[src/rtl/dma_framer_pkg.sv]
// Shared state type and length arithmetic for the DMA stream framer.
// Lengths are widened to LEN_XW bits so a header near 2^CNT_W cannot overflow (CNT_W up to 64).
package dma_framer_pkg;

    typedef enum logic [0:0] {
        HDR  = 1'b0,
        DATA = 1'b1
    } state_t;

    localparam int LEN_BEATS = 0;
    localparam int LEN_BYTES = 1;

    localparam int LEN_XW   = 65;
    localparam int KEEP_MAX = 128;

    // bpb is always a power of two, so the divide and modulo reduce to a shift and a mask.
    function automatic logic [LEN_XW-1:0] ceil_beats(input logic [LEN_XW-1:0] len,
                                                     input logic [LEN_XW-1:0] bpb);
        return (len / bpb) + LEN_XW'((len % bpb) != '0);
    endfunction

    function automatic logic [KEEP_MAX-1:0] tail_keep(input logic [LEN_XW-1:0] len,
                                                      input logic [LEN_XW-1:0] bpb);
        logic [LEN_XW-1:0] rem;
        rem = len % bpb;
        if (rem == '0)
            return '1;
        return (KEEP_MAX'(1) << rem) - KEEP_MAX'(1);
    endfunction

endpackage

[src/rtl/dma_axis_reg_slice.sv]
// One-stage AXI-Stream register carrying an opaque payload.
// Latency: one cycle from accept to m_vld.
// Backpressure: s_rdy = !m_vld || m_rdy; payload holds while m_vld && !m_rdy.
module dma_axis_reg_slice #(
    parameter int W = 8
) (
    input  logic         clk,
    input  logic         reset,
    input  logic [W-1:0] s_dat,
    input  logic         s_vld,
    output logic         s_rdy,
    output logic [W-1:0] m_dat,
    output logic         m_vld,
    input  logic         m_rdy
);
    // Gated by reset so upstream sees not-ready while held in reset.
    assign s_rdy = reset && (!m_vld || m_rdy);

    always_ff @(posedge clk or negedge reset) begin
        if (!reset) begin
            m_vld <= 1'b0;
            m_dat <= '0;
        end else if (s_vld && s_rdy) begin
            m_vld <= 1'b1;
            m_dat <= s_dat;
        end else if (m_rdy) begin
            m_vld <= 1'b0;
        end
    end

endmodule

[src/rtl/dma_stream_framer.sv]
// Frames a length-headed stream into AXI-Stream packets with tlast/tkeep.
// Latency: one cycle from input accept to m_valid; one beat per cycle.
// Backpressure: s_ready follows the output register; stalls hold m_data/m_keep/m_last.
module dma_stream_framer
    import dma_framer_pkg::*;
#(
    parameter int DATA_W   = 128,
    parameter int CNT_W    = 32,
    parameter int LEN_UNIT = LEN_BEATS,
    parameter int HDR_PASS = 0
) (
    input  logic                clk,
    input  logic                reset,
    input  logic [DATA_W-1:0]   s_data,
    input  logic                s_valid,
    output logic                s_ready,
    output logic [DATA_W-1:0]   m_data,
    output logic                m_valid,
    input  logic                m_ready,
    output logic                m_last,
    output logic [DATA_W/8-1:0] m_keep,
    output logic [31:0]         pkt_cnt,
    output logic                zero_len_err,
    output logic                busy
);
    localparam int BPB = DATA_W / 8;
    localparam int PW  = DATA_W + BPB + 1;
    localparam int RW  = CNT_W + 1;

    state_t            state;
    logic [RW-1:0]     remaining;
    logic [BPB-1:0]    last_keep;
    logic [LEN_XW-1:0] len_x;
    logic [RW-1:0]     beats;
    logic [BPB-1:0]    hdr_keep;
    logic              slice_rdy;
    logic              accept;
    logic              fwd;
    logic              beat_last;
    logic [BPB-1:0]    beat_keep;

    assign len_x = LEN_XW'(s_data[CNT_W-1:0]);
    assign beats = (LEN_UNIT == LEN_BYTES) ? RW'(ceil_beats(len_x, LEN_XW'(BPB)))
                                           : RW'(len_x);
    assign hdr_keep = (LEN_UNIT == LEN_BYTES) ? BPB'(tail_keep(len_x, LEN_XW'(BPB)))
                                              : {BPB{1'b1}};

    assign accept  = s_valid && slice_rdy;
    assign s_ready = slice_rdy;

    // Zero-length headers are swallowed even when headers are otherwise forwarded.
    assign fwd       = (state == DATA) || ((HDR_PASS != 0) && (beats != '0));
    assign beat_last = (state == DATA) && (remaining == RW'(1));
    assign beat_keep = beat_last ? last_keep : {BPB{1'b1}};

    dma_axis_reg_slice #(
        .W(PW)
    ) u_out (
        .clk   (clk),
        .reset (reset),
        .s_dat ({s_data, beat_keep, beat_last}),
        .s_vld (s_valid && fwd),
        .s_rdy (slice_rdy),
        .m_dat ({m_data, m_keep, m_last}),
        .m_vld (m_valid),
        .m_rdy (m_ready)
    );

    always_ff @(posedge clk or negedge reset) begin
        if (!reset) begin
            state        <= HDR;
            remaining    <= '0;
            last_keep    <= '0;
            pkt_cnt      <= '0;
            zero_len_err <= 1'b0;
        end else if (accept) begin
            if (state == HDR) begin
                if (beats == '0) begin
                    zero_len_err <= 1'b1;
                end else begin
                    remaining <= beats;
                    last_keep <= hdr_keep;
                    state     <= DATA;
                end
            end else begin
                remaining <= remaining - RW'(1);
                if (beat_last) begin
                    state   <= HDR;
                    pkt_cnt <= pkt_cnt + 32'd1;
                end
            end
        end
    end

    assign busy = (state == DATA);

endmodule

[config.mk]
export PLATFORM = sky130hd
export DESIGN_NAME = dma_stream_framer
export DESIGN_NICKNAME = d
export VERILOG_FILES = /design/src/rtl/dma_framer_pkg.sv /design/src/rtl/dma_axis_reg_slice.sv /design/src/rtl/dma_stream_framer.sv
export SDC_FILE = /design/constraint.sdc
export NUM_CORES = 1
export LEC_CHECK = 0
export CORE_MARGIN = 2
export CORE_UTILIZATION = 41
export CTS_BUF_LIST = sky130_fd_sc_hd__clkbuf_16
export DETAILED_ROUTE_END_ITERATION = 8
export PLACE_DENSITY = 0.77
export SYNTH_ARGS = -nofsm -noshare
export SYNTH_HDL_FRONTEND = slang
export SYNTH_SLANG_ARGS = --single-unit
[constraint.sdc]
create_clock -name clk -period 2.3 [get_ports clk]
set_input_delay 0.23 -clock clk [delete_from_list [all_inputs] [get_ports clk]]
set_output_delay 0.23 -clock clk [all_outputs]
set_load 0.01 [all_outputs]
==> results of run 1 <==
state kept, by name, indices dropped and copies added, names as in the netlist:
register	count
u_out.m_vld	1
last_keep	1
remaining	33
busy	1
u_out.m_dat	130
zero_len_err	1
pkt_cnt	32
repair_timing:
action	in CTS	in global routing
endpoints found under the setup margin	13	36
setup buffers	3	0
gates resized for setup	8	18
pin swaps	5	3
cloned	0	2
hold buffers	0	0
layer usage:
| metal | GRT usage | up-vias | wire length [um] |
|---|---|---|---|
| met4 | 0.06453 | 0 | 576 |
| met2 | 0.3870 | 292 | 13370 |
| met1 | 0.3026 | 4138 | 11670 |
| met3 | 0.06542 | 41 | 1901 |
| li1 | - | 4112 | - |
| met5 | 0 | - | 0 |
worst min path at each step:
stage / end / slack, ps
5_1_grt: remaining[24] / 110
3_5_place_dp: last_keep[0] / 450
2_1_floorplan: busy / -70
3_3_place_gp: last_keep[0] / 440
4_1_cts: u_out.m_dat[53] / 70
6_report: remaining[30] / 10
synthesized netlist by cell type, drive strengths merged (12+ instances only):
master  count
a21oi      21
nand4      18
dfrtp     199
buf        19
xnor2      30
nand3      26
and3       16
nand2     417
nor2       32
nor4       19
clkbuf     53
o21ai      18
nor3       21
o22ai      24
mux2i      12
metrics by stage:
step / TNS [ps] / setup WS, ps
global placement: -5522 / -233.0
global route: -2184 / -287.9
CTS: -1098 / -213.0
finish: -1297 / -213.5
floorplan: -751.2 / -219.3
detailed placement: -6326 / -265.5
kinds of logic after synthesis:
family | Yosys count | share of synthesized area
mux | 15 | 0.01706
flops | 199 | 0.5519
compound gates | 104 | 0.07752
buf+inv | 80 | 0.03980
fa+ha+maj | 3 | 0.004161
simple gates | 585 | 0.2794
xor+xnor | 31 | 0.03009
report_power, final:
part	internal, W	switching (W)
clock	0.00144	0.00148
combinational	0.00117	0.00100
sequential	0.00389	0.000223
cell type report:
type	count	area, um^2
fill	1800	7918
sequential	199	4980
timing repair buffer	414	4015
multi-input combinational	738	3829
clock buffer	17	425.4
tap	280	350.3
clock inverter	15	141.4
inverter	8	30.03
==> results_dict.tcl, run 1 <==
set metrics [dict create \
    final_cells 1671 \
    worstMarginPinSlew_ps 889.8 \
    finalInstanceArea_um2 13770 \
    power_leakage_nw 6.491 \
    p_per_area_nw_per_um2 667.4 \
    vias 8583 \
    r2r_slack_ps -210 \
    final.setup_skew_ps 16.70 \
    clock-sinks 199 \
    r2r_end "remaining[19]" \
    viasPerCell 5.136 \
    area_delta_synth_final_pct 52.63 \
    cpPeakStageDelay_ps 570 \
    utilization 0.6349 \
    status "complete, but fails checks" \
    r2r-start "remaining[13]" \
    worst_ep_arrival_time_ps 2810 \
    drtIter0Drc 503 \
    mostFrequentLayoutCell "nand2_1" \
    drc 0 \
    ys_types 53 \
    async_flop_share 1.000 \
    synth_area_leaders "dfrtp_1 (55%), nand2_1 (17%), xnor2_1 (2.9%)" \
    synth_fp_nets 1152 \
    gp_congestion 0.8375 \
    firstDrtPassIters 5 \
    netlist.top_cell.by_area "dfrtp_1" \
    finalMaxSlewViolations 0 \
    slew_headroom 0.4068 \
    layout-drive-gt1-share 0.1186 \
    vdd_drop_max_mv 0.4661 \
    ant_nets 0 \
    startpoint_type "flip-flop" \
    root_buffer "clkbuf_16" \
    violations "negative setup slack" \
    crit_path_frequent_cell "or4_4" \
    ys_seq_area_frac 0.5519 \
    synth_ff_type "dfrtp_1" \
    cpMaxStageDelayCell "or4_4" \
    dp_hpwl_mm 19.20 \
    start_util 0.4160 \
    setup.worst_path.end_class "flip-flop" \
    h-tree-depth 4 \
    n_antenna_cell 0 \
    min_path_type "input pin to asynchronous set/reset pin" \
    required_ps 2600 \
    synth_area_um2 9022 \
    reg2reg_depth 6 \
    synthCells 1017 \
    post-place-cells 1634 \
    grtUsageTotal 0.2336 \
    yosys_warnings 0 \
    cts.clk_slew.worst_paths_ps 70 \
    crit_path_cell_trace "or4_4 -> or4_4 -> or3_4 -> mux2_2 -> o22ai_2 -> a21oi_1" \
    tritoncts "done" \
    drt-total-wl_mm 27.52 \
    path_delay_family "simple AND/OR/NAND/NOR gates" \
    io_buffers 312 \
    die_h_um 152.3 \
    crit_type "flip-flop to flip-flop" \
    hold_violations 0 \
    synth-edff-count 0 \
    endpoint "remaining[19]" \
    placementRows 54 \
    cts.path.max_buffers 2 \
    cp.depth 6 \
    ys_seq_elements 199 \
    synth_top_area_share 0.5519 \
    fin_ws_ps -213.5 \
    grt_pass1_vias 8407 \
    clk_latency_ps 440 \
    core_area_um2 21690 \
    grt_setup_unrepaired "true" \
    fp.dieW_um 152.3 \
    antenna_found_initial 0 \
    numCtsBuffers 17 \
    crit_buf_inv 0 \
    period_minus_slack_ps 2513 \
    setup_viol 9 \
    postPlaceCellArea_um2 13000 \
    drv_cap 0 \
    post-route-period-util 1.093 \
    grt_overflow 0 \
    die-area_um2 23210 \
    critPathMaxFanout 4 \
    wire_per_inst_um 16.47 \
    syn_area_per_cell_um2 8.872 \
    startpoint "remaining[13]" \
    grt_max_degree 163 \
    finalPower_w 0.009191 \
    final_net_count 1513 \
    mostFrequentLayoutCells "nand2_1 (416), clkdlybuf4s50_1 (311), dfrtp_1 (199), buf_4 (93)" \
    max_freq_mhz 397.9 \
    io_pins 313 \
    grt_pass1_wl_mm 44.46 \
    worst_hold_slack_ps 10.64 \
]
Power figures use the tool's default switching activity.
==> run 2, diff against run 1 <==
--- a/config.mk
+++ b/config.mk
@@ -5,11 +5,13 @@
 export SDC_FILE = /design/constraint.sdc
 export NUM_CORES = 1
 export LEC_CHECK = 0
+export ABC_AREA = 1
 export CORE_MARGIN = 2
-export CORE_UTILIZATION = 41
+export CORE_UTILIZATION = 43
 export CTS_BUF_LIST = sky130_fd_sc_hd__clkbuf_16
 export DETAILED_ROUTE_END_ITERATION = 8
-export PLACE_DENSITY = 0.77
+export GPL_TIMING_DRIVEN = 0
+export PLACE_DENSITY = 0.78
 export SYNTH_ARGS = -nofsm -noshare
 export SYNTH_HDL_FRONTEND = slang
 export SYNTH_SLANG_ARGS = --single-unit
==> results_dict.tcl, run 2 <==
set metrics [dict create \
    status "complete, but fails checks" \
    violations "negative hold slack" \
    seqPwrFrac 0.421 \
    io_pins 313 \
    final.setup_skew_ps 11.64 \
    largest_reg_flops 130 \
    gp_congestion 0.9331 \
    async_flop_share 1.000 \
    start_util 0.4347 \
    synth_fp_nets 1460 \
    grt_pass1_vias 9266 \
    max_freq_mhz 489.4 \
    grt_setup_unrepaired "false" \
    ant_nets 0 \
    hold_violations 90 \
    antenna_found_initial 0 \
    ys_types 44 \
    synth_ff_type "dfrtp_1" \
    required_ps 2070 \
    vdd_drop_max_mv 0.5199 \
    root_buffer "clkbuf_16" \
    layout-drive-gt1-share 0.09287 \
    area_delta_synth_final_pct 40.78 \
    r2r_slack_ps 400 \
    firstDrtPassIters 5 \
    place_ws_ps -113.8 \
    critPathMaxFanout 17 \
    placementRows 56 \
    grt_pass1_wl_mm 49.62 \
    io_buffers 312 \
    tritoncts "done" \
    largest_registers "u_out.m_dat x130, remaining x33, pkt_cnt x32" \
    finalMaxSlewViolations 0 \
    drt-total-wl_mm 31.54 \
    yosys_warnings 0 \
    h-tree-depth 4 \
    worst_ep_arrival_time_ps 1810 \
    worstMarginPinSlew_ps 735.5 \
    worst_hold_slack_ps -238.7 \
    drv_cap 0 \
    synthTopCellsByCount "nand2_1 (618), dfrtp_1 (199), inv_1 (105), nor2_1 (97), nand3_1 (63)" \
    synth_area_um2 10110 \
    fp.dieW_um 157.4 \
    synth_area_leaders "dfrtp_1 (49%), nand2_1 (23%), inv_1 (3.9%)" \
    netlist.top_cell.by_area "dfrtp_1" \
    reg2reg_depth 11 \
    p_switching_w 0.003937 \
    power.share.clock 0.265 \
    vias 9617 \
    synthCells 1325 \
    regMostFlops "u_out.m_dat" \
    ys_seq_elements 199 \
    yosysMostFrequentCell "nand2_1" \
    mostFrequentLayoutCell "nand2_1" \
    grt_overflow 0 \
    synth-edff-count 0 \
    die_h_um 157.4 \
    wire_per_inst_um 15.86 \
    n_antenna_cell 0 \
    p_int_w 0.007322 \
    dp_hpwl_mm 24.05 \
    switching_share 0.3497 \
    startpoint_type "flip-flop" \
    drc 0 \
    fin_ws_ps 256.7 \
    setup_viol 0 \
    core_area_um2 23260 \
    cts.path.max_buffers 2 \
    post-route-period-util 0.8884 \
    clk_latency_ps 440 \
    p_per_area_nw_per_um2 790.8 \
    comb_power_share 0.314 \
    period_minus_slack_ps 2043 \
    drtIter0Drc 647 \
    setup.worst_path.end_class "output port" \
    min_path_type "input pin to asynchronous set/reset pin" \
    r2r_end "remaining[24]" \
    r2r-start "remaining[0]" \
    die-area_um2 24760 \
    viasPerCell 4.838 \
    final_net_count 1792 \
    ys_seq_area_frac 0.4925 \
    fillCellCount 2051 \
    slew_headroom 0.5097 \
    clock-sinks 199 \
    grt_max_degree 110 \
    syn_area_per_cell_um2 7.632 \
    utilization 0.6120 \
    power_leakage_nw 6.967 \
    numCtsBuffers 17 \
    mostFrequentLayoutCells "nand2_1 (618), clkdlybuf4s50_1 (311), dfrtp_1 (199), inv_1 (105), nor2_1 (97)" \
    crit_type "flip-flop to output port" \
    grtUsageTotal 0.2589 \
    synth_top_area_share 0.4925 \
    cts.clk_slew.worst_paths_ps 80 \
]
[run 2: cell types whose count changed in the layout (fill, tap and decap cells not counted), sizes merged, moves of 10 or more]
cell	change
buf	-49
a21oi	-20
o22ai	-24
and3	-16
mux2i	-12
nand3	+41
nor4	-18
nor2	+102
nand2	+216
inv	+97
nor3	-10
xnor2	-29
xor2	+21
o21ai	+43
[run 2: power groups by stage]
| stage | clock (W) | sequential, W | combinational, W |
|---|---|---|---|
| 3_5_place_dp | 0 | 0.00478 | 0.00353 |
| 4_1_cts | 0.00304 | 0.00474 | 0.00354 |
| 6_report | 0.00299 | 0.00474 | 0.00353 |
| 3_3_place_gp | 0 | 0.00477 | 0.00344 |
| 5_1_grt | 0.00317 | 0.00484 | 0.00394 |
| 2_1_floorplan | 0 | 0.00488 | 0.00167 |
[run 2: final cells by class]
| class | count | area, um^2 | share of cell area |
|---|---|---|---|
| clock buffers | 17 | 425.4 | 0.02988 |
| flip-flops and latches | 199 | 4980 | 0.3498 |
| inverters | 110 | 419.2 | 0.02944 |
| clock inverters | 14 | 143.9 | 0.01011 |
| repair buffers | 313 | 3156 | 0.2217 |
| well taps | 319 | 399.1 | 0.02804 |
| multi-input cells | 956 | 4363 | 0.3065 |
| plain buffers | 60 | 350.3 | 0.02461 |
[run 2: worst max-delay path by stage]
stage / start / end / slack (ps) / cells past startpoint
finish: u_out.m_dat[16] / m_keep[13] / 260 / 2
detailed placement: reset / u_out.m_dat[136] / -110 / 9
global placement: reset / u_out.m_dat[136] / -7820 / 9
floorplan: pkt_cnt[0] / pkt_cnt[22] / 730 / 9
global route: u_out.m_dat[16] / m_keep[9] / 120 / 2
CTS: u_out.m_dat[16] / m_keep[13] / 230 / 2
[run 2: cell families (layout without fill, tap and decap cells)]
| group | count (synthesis) | in the layout | share of synthesized area |
|---|---|---|---|
| AOI/OAI and AO/OA | 70 | 70 | 0.03947 |
| buffers and inverters | 170 | 514 | 0.07609 |
| xor gates and xnor gates | 23 | 23 | 0.02437 |
| DFF | 199 | 199 | 0.4925 |
| and+or+nand+nor | 860 | 860 | 0.3639 |
| adders and majority gates | 3 | 3 | 0.003712 |
[run 2: stage by stage]
| step | hold slack (ps) | cell area, um^2 | TNS [ps] | std cells | power [W] |
|---|---|---|---|---|---|
| 6_report | -238.7 | 14240 | 0 | 1988 | 0.01126 |
| 5_1_grt | -166.6 | 14240 | 0 | 1988 | 0.01195 |
| 4_1_cts | -183.3 | 14240 | 0 | 1988 | 0.01131 |
| 3_5_place_dp | 288.5 | 13670 | -4273 | 1957 | 0.008306 |
| 3_3_place_gp | 434.9 | 13630 | -3037480 | 1956 | 0.008205 |
| 2_1_floorplan | -65.59 | 10110 | 0 | 1325 | 0.006550 |
[run 2: per-layer routing]
layer | vias up | global-route usage | part of all wire
met2 | 340 | 0.4319 | 0.49
met1 | 4548 | 0.3328 | 0.42
met5 | - | 0 | 0
met3 | 36 | 0.06746 | 0.077
li1 | 4693 | - | -
met4 | 0 | 0.07446 | 0.018
[run 2: timing repair]
item	in CTS	in global routing
hold endpoints to repair	90	90
endpoints found under the setup margin	0	0
setup buffers	0	0
resized for setup	0	0
[run 2: critical path, stage by stage (launching register included)]
cell and delay (ps):
dfrtp_1 660, buf_4 190, clkdlybuf4s50_1 530
